<file path="src/rtl/fb_access_scheduler.sv">
`default_nettype none
// +--------------------------------------------------------------------------+
// | fb_access_scheduler                                                      |
// | Shares one single-port frame-buffer RAM between VGA reads and buffered   |
// | camera writes; reads own the active area, writes drain during blanking.  |
// | Rev 1.0 - initial release                                                |
// +--------------------------------------------------------------------------+

module fb_access_scheduler #(
  parameter int AW         = 19,
  parameter int DW         = 12,
  parameter int FIFO_DEPTH = 16,
  parameter int CW         = 8
) (
  input  logic                          CLK25,
  input  logic                          reset,
  input  logic                          rez_160x120,
  input  logic                          rez_320x240,
  input  logic                          activeArea,
  input  logic                          Vsync,
  input  logic                          wr_req,
  input  logic [AW-1:0]                 wr_addr,
  input  logic [DW-1:0]                 wr_data,
  output logic                          mem_en,
  output logic                          mem_we,
  output logic [AW-1:0]                 mem_addr,
  output logic [DW-1:0]                 mem_wdata,
  input  logic [DW-1:0]                 mem_rdata,
  output logic [DW-1:0]                 pix_data,
  output logic                          pix_valid,
  output logic                          wr_drop,
  output logic [CW-1:0]                 drop_cnt,
  output logic [$clog2(FIFO_DEPTH):0]   fifo_level
);

  localparam int PW = $clog2(FIFO_DEPTH);
  localparam int LW = PW + 1;

  localparam logic [AW-1:0] SIZE_160 = AW'(19200);
  localparam logic [AW-1:0] SIZE_320 = AW'(76800);
  localparam logic [AW-1:0] SIZE_640 = AW'(307200);

  function automatic logic [AW-1:0] rez_size(input logic r160, input logic r320);
    if (r160)      rez_size = SIZE_160;
    else if (r320) rez_size = SIZE_320;
    else           rez_size = SIZE_640;
  endfunction

  logic          vsync_q, vsync_d;
  logic [AW-1:0] frame_size_q, frame_size_d;
  logic [AW-1:0] rd_addr_q, rd_addr_d;
  logic [PW-1:0] wr_ptr_q, wr_ptr_d;
  logic [PW-1:0] rd_ptr_q, rd_ptr_d;
  logic [LW-1:0] level_q, level_d;
  logic          act_d1_q, act_d1_d;
  logic          pix_valid_q, pix_valid_d;
  logic [DW-1:0] pix_data_q, pix_data_d;
  logic          wr_drop_q, wr_drop_d;
  logic [CW-1:0] drop_cnt_q, drop_cnt_d;

  logic [AW+DW-1:0] fifo_mem [FIFO_DEPTH];

  logic             fifo_empty;
  logic             fifo_full;
  logic             frame_start;
  logic             pop;
  logic             push;
  logic             drop;
  logic [AW+DW-1:0] head;

  always_comb begin
    fifo_empty  = (level_q == '0);
    fifo_full   = (level_q == LW'(FIFO_DEPTH));
    frame_start = vsync_q & ~Vsync;
    pop         = ~activeArea & ~fifo_empty;
    // A pop in the same cycle frees a slot, so a full FIFO can still accept.
    push        = wr_req & (~fifo_full | pop);
    drop        = wr_req & ~push;
    head        = fifo_mem[rd_ptr_q];
  end

  always_comb begin
    mem_en    = 1'b0;
    mem_we    = 1'b0;
    mem_addr  = '0;
    mem_wdata = '0;
    if (!reset) begin
      if (activeArea) begin
        mem_en   = 1'b1;
        mem_addr = rd_addr_q;
      end else if (pop) begin
        mem_en    = 1'b1;
        mem_we    = 1'b1;
        mem_addr  = head[AW+DW-1:DW];
        mem_wdata = head[DW-1:0];
      end
    end
  end

  always_comb begin
    vsync_d      = Vsync;
    frame_size_d = frame_size_q;
    rd_addr_d    = rd_addr_q;
    wr_ptr_d     = wr_ptr_q;
    rd_ptr_d     = rd_ptr_q;
    level_d      = level_q + LW'(push) - LW'(pop);
    act_d1_d     = activeArea;
    pix_valid_d  = act_d1_q;
    pix_data_d   = act_d1_q ? mem_rdata : pix_data_q;
    wr_drop_d    = drop;
    drop_cnt_d   = drop_cnt_q;

    // Frame start overrides the post-read increment of the same cycle.
    if (frame_start) begin
      rd_addr_d    = '0;
      frame_size_d = rez_size(rez_160x120, rez_320x240);
    end else if (activeArea) begin
      rd_addr_d = (rd_addr_q == frame_size_q - AW'(1)) ? '0 : rd_addr_q + AW'(1);
    end

    if (push) wr_ptr_d = wr_ptr_q + PW'(1);
    if (pop)  rd_ptr_d = rd_ptr_q + PW'(1);

    if (drop && (drop_cnt_q != '1)) drop_cnt_d = drop_cnt_q + CW'(1);
  end

  always_ff @(posedge CLK25) begin
    if (reset) begin
      vsync_q      <= 1'b1;
      frame_size_q <= rez_size(rez_160x120, rez_320x240);
      rd_addr_q    <= '0;
      wr_ptr_q     <= '0;
      rd_ptr_q     <= '0;
      level_q      <= '0;
      act_d1_q     <= 1'b0;
      pix_valid_q  <= 1'b0;
      pix_data_q   <= '0;
      wr_drop_q    <= 1'b0;
      drop_cnt_q   <= '0;
    end else begin
      vsync_q      <= vsync_d;
      frame_size_q <= frame_size_d;
      rd_addr_q    <= rd_addr_d;
      wr_ptr_q     <= wr_ptr_d;
      rd_ptr_q     <= rd_ptr_d;
      level_q      <= level_d;
      act_d1_q     <= act_d1_d;
      pix_valid_q  <= pix_valid_d;
      pix_data_q   <= pix_data_d;
      wr_drop_q    <= wr_drop_d;
      drop_cnt_q   <= drop_cnt_d;
    end
  end

  // Storage needs no reset: the pointers and level define what is valid.
  always_ff @(posedge CLK25) begin
    if (push) fifo_mem[wr_ptr_q] <= {wr_addr, wr_data};
  end

  assign pix_data   = pix_data_q;
  assign pix_valid  = pix_valid_q;
  assign wr_drop    = wr_drop_q;
  assign drop_cnt   = drop_cnt_q;
  assign fifo_level = level_q;

endmodule

`default_nettype wire

</file>
<file path="config.mk">
export PLATFORM = sky130hd
export DESIGN_NAME = fb_access_scheduler
export DESIGN_NICKNAME = d
export VERILOG_FILES = /design/src/rtl/fb_access_scheduler.sv
export SDC_FILE = /design/constraint.sdc
export NUM_CORES = 1
export LEC_CHECK = 0
export ABC_CLOCK_PERIOD_IN_PS = 7500
export BUFFER_PORTS_ARGS = -buffer_cell sky130_fd_sc_hd__clkbuf_2
export CORE_MARGIN = 10
export CORE_UTILIZATION = 55
export DETAILED_ROUTE_END_ITERATION = 8
export PLACE_DENSITY_LB_ADDON = 0.05
export SLEW_MARGIN = 5
export SYNTH_ARGS = -nofsm -noshare
export SYNTH_HDL_FRONTEND = slang
export SYNTH_SLANG_ARGS = --single-unit
</file>
<file path="constraint.sdc">
create_clock -name CLK25 -period 7.5 [get_ports CLK25]
set_input_delay 0.75 -clock CLK25 [delete_from_list [all_inputs] [get_ports CLK25]]
set_output_delay 0.75 -clock CLK25 [all_outputs]
set_load 0.005 [all_outputs]
</file>
# After elaboration in Yosys (flattened, before gate mapping)
# Memory sizes are Yosys's and may differ from the RTL's. A register that Yosys moved wholly into a read port is not among the register bits.
# Index checks and enable logic that the tools add are counted.
# totals
ff_bits	75
ramBits	496
output_inout_bits	60
elab_cells	56
memories	1
# classes
n_addsub	7
n_eq_ne	3
muxes	20
n_bitwise	10
reduce_logical	4
# mem_list
name	words	width	rd	rd_ports_with_merged_regs	wr	line	text
fifo_mem	16	31	1	1	1	61	logic [AW+DW-1:0] fifo_mem [FIFO_DEPTH];
# op_table
op	count
$mux 19	8
$mux 12	3
$add 19x1->19 const B	1
$eq 19x19->1	1
$sub 19x1->19 const B	1
$add 4x1->4 const B	2
$add 8x1->8 const B	1
$mux 4	2
$ne 8x8->1 const B	1
$mux 1	7
$add 5x1->5	1
$eq 5x5->1 const B	1
$logic_not 5->1	1
$not 1->1	5
$sub 5x1->5	1
$and 1x1->1	4
$reduce_bool 2->1	1
$reduce_or 2->1	1
$logic_and 1x1->1	1
$or 1x1->1	1

# Longest topological paths before layout
# logic_depth
depth_word	8
depth_mapped	14
mapped_depth_nobuf	14

# Worst setup path after synthesis
# No wires, ideal clock.
# synth_timing
path_type	input-to-reg
startpoint	input port activeArea
endpoint	memory fifo_mem[3][0] (netlist name) (enable)
arrival_ns	3.770
t_required_ns	7.042
setup_slack_ns	3.272
path_stages	4
cell_sequence	clkbuf_1 > a31oi_1 > nand2_1 > nor3_1
# synth_via
elab_chain_len	6
# synth_rtl
element	line	text
from (decl)	19	input logic activeArea,
$not 1->1	75	pop = ~activeArea & ~fifo_empty;
$and 1x1->1	75	
$or 1x1->1	77	push = wr_req & (~fifo_full | pop);
$and 1x1->1	77	
$mux 1	157	if (push) fifo_mem[wr_ptr_q] <= {wr_addr, wr_data};
$mux 1 (not written as such)	157	
to (decl)	61	
# No other way between the ends.

==> out/metrics.cfg <==
[place]
hpwl_um=26710
place_congestion=0.7771
place_inst=1666
portBuffers=109

[worst_setup_path]
reg2regPathDepth=7
end_kind=primary output
cp.required_ns=6.75
path_cells=buf_4 -> mux4_2 -> mux4_2 -> a22o_1 -> clkbuf_2
r2r-end=fifo_mem[0][11]
endpoint=mem_addr[4]
critical_path.max_stage_delay_ns=0.92
r2r-start=fifo_level[2]
crit_fanout=46
startpoint_type=flop
critPathSlowestCell=dfxtp_4
worstSetupPathType=reg2out
critPathArrivalTime_ns=3.91
worst_path_most_repeated_cell=mux4_2
regToRegSetupSlack_ns=3.71

[clock_tree]
cts_buffers=55
ctsLongestPathBuffers=3
hold_buffers=0
cts_resized=0
htreeDepth=2
clk_latency_ns=0.59
cts_setup_buffers=0
cts-root-buf=clkbuf_16
clock_sinks=561
clk_pin_slew_ns=0.06
cts_tree=built

[die]
rows=73
num_io_pins=110
die_x_um=219.5
dieArea_sq_mm=0.04820
die_h_um=219.5
initial_core_util_pct=55.37
core_area_sq_mm=0.03955

[status]
outcome=finished, final reports clean

[timing]
period_share_pct=62.08
fin_setup_tns_ns=0
min_period_ns=4.656
slew_headroom_pct=24.98
max_freq_ghz=0.2148
skew_ns=0.02021
rsz0062_at_grt=no
tightest_slew_ns=1.119
final-hold-violation-count=0
setup_viol=0
drv_slew=0

[global_route]
grt_use_total_pct=19.96
grt_antenna_before_repair=2
grt_pass1_vias=10940
grt_max_degree=55
grt_overflow_total=0
grt_pass1_wl_um=71010

[yosys]
synth.distinct_cells=46
netlist_area_sq_mm=0.02190
postSynthAreaPerCell_sq_um=20.56
yosysSeqAreaShare_pct=74.18
synth_nets=1130
syn_inst=1065
yosysWarningCount=0
synth_seq_cells=561

[layout]
multi_input_area_sq_mm=0.005465
layout-drive-gt1-share_pct=30.41
postLayoutCoreUtil_pct=62.68
final_cell_mix=edfxtp_1, mux4_2, clkbuf_2, clkbuf_16, dfxtp_1
fin_cells=1759
synthToLayoutAreaGrowth_pct=13.20
finalNetCount=1263
fill_cells=2776
layout_commonest_cell=edfxtp_1
seq_area_sq_mm=0.01626

[power]
ir_drop_mv=0.2214
p_leak_nw=7.942
p_per_area_mw_per_mm2=291.6

[routing]
via_per_inst=5.958
drt_pass1_iterations=5
vias=10480
drt_iter0_markers=1091
ant_nets=0
wl_per_cell_um=26.55
wirelength_um=46700
drc=0

[min_path]
hold_class=in2reg

[job]
drv_cap=0

registers in the layout (all words and copies together), names as in the netlist, 4 cells and up, named ones only:
name	flops
fifo_mem	496
rd_addr_q	19
pix_data	12
drop_cnt	8
fifo_level	5
frame_size_q	5
rd_ptr_q	4
wr_ptr_q	4
critical path: cells and delay by family (launching register included):
family,cells,cell delay (ns)
AO/OA/AOI/OAI,1,0.22
multiplexers,2,1.17
buffers and inverters,2,0.98
flip-flops,1,0.92
metrics by stage:
stage | hold WS [ns] | setup slack [ns] | power [mW] | area, sq um
2_1_floorplan | 0.4847 | 3.272 | 4.455 | 21900
3_3_place_gp | 0.4707 | 3.317 | 4.776 | 23160
3_5_place_dp | 0.4829 | 3.321 | 4.791 | 23160
4_1_cts | 0.3378 | 2.682 | 7.305 | 24790
5_1_grt | 0.3531 | 2.477 | 7.534 | 24790
6_report | 0.3622 | 2.844 | 7.228 | 24790
cell families after synthesis:
| kind of cell | after synthesis | synth area share [%] |
|---|---|---|
| compound gates | 39 | 1.371 |
| xor+xnor | 42 | 1.680 |
| fa+ha+maj | 15 | 0.8913 |
| buf+inv | 74 | 1.365 |
| flops | 561 | 74.18 |
| mux | 168 | 16.53 |
| simple gates | 166 | 3.976 |
power breakdown:
group	switching, mW	total, mW	internal, mW
Clock	1.08	2.53	1.45
Sequential	0.0992	3.59	3.49
Combinational	0.509	1.11	0.597
Total	1.69	7.23	5.54
worst min path at each step:
stage	from	end	slack, ns	cells past startpoint
after floorplan	rd_ptr_q[3]	flop	0.48	2
after global placement	pix_data[6]	pix_data[6]	0.47	2
after detailed placement	pix_data[0]	pix_data[0]	0.48	2
after CTS	Vsync	vsync_q	0.34	2
after global routing	Vsync	vsync_q	0.35	2
final	Vsync	vsync_q	0.36	2
per-layer routing:
layer  part of all wire, %  routed length [um]  GRT usage [%]
met3                   5.4                2507          3.455
met5                 0.021                  10              0
met2                    50               23460          32.95
met1                    43               20020          27.34
met4                   1.5                 705          4.964
cells in the mapped netlist, drive strengths merged:
| library cell | n | area share, % |
|---|---|---|
| a211oi | 1 | 0.034 |
| nor2b | 16 | 0.46 |
| o21ai | 4 | 0.091 |
| xor2 | 19 | 0.76 |
| fa | 1 | 0.091 |
| edfxtp | 501 | 69 |
| nand2 | 17 | 0.29 |
| and3 | 5 | 0.14 |
| a22o | 19 | 0.76 |
| mux4 | 155 | 16 |
| mux2i | 13 | 0.59 |
| nand2b | 2 | 0.057 |
| a21oi | 6 | 0.14 |
| and4 | 2 | 0.080 |
| buf | 18 | 0.40 |
| a41o | 1 | 0.046 |
| nor3b | 2 | 0.069 |
| a31oi | 1 | 0.029 |
| or2 | 2 | 0.057 |
| nand4 | 9 | 0.26 |
| nand3 | 11 | 0.25 |
| clkbuf | 38 | 0.66 |
| inv | 17 | 0.29 |
| clkinv | 1 | 0.017 |
| nor2 | 54 | 0.93 |
| a21o | 3 | 0.10 |
| or4 | 1 | 0.034 |
| a211o | 1 | 0.040 |
| nor4bb | 1 | 0.046 |
| dfxtp | 60 | 5.5 |
| a32o | 1 | 0.046 |
| xnor2 | 23 | 0.92 |
| nor3 | 27 | 0.62 |
| or4bb | 1 | 0.051 |
| ha | 14 | 0.80 |
| o211ai | 1 | 0.034 |
| or3 | 4 | 0.11 |
| nor4b | 4 | 0.23 |
| a2111o | 1 | 0.051 |
| nor4 | 8 | 0.30 |
layout make-up:
type	instances	share of cell area (%)
Clock buffer	71	6.006
Multi-Input combinational cell	430	22.04
Timing Repair Buffer	132	2.897
Tap cell	525	2.650
Inverter	18	0.2725
Clock inverter	21	0.5501
Antenna cell	1	0.01009
Sequential cell	561	65.57
Note: power is estimated with default switching activity, not from simulation.
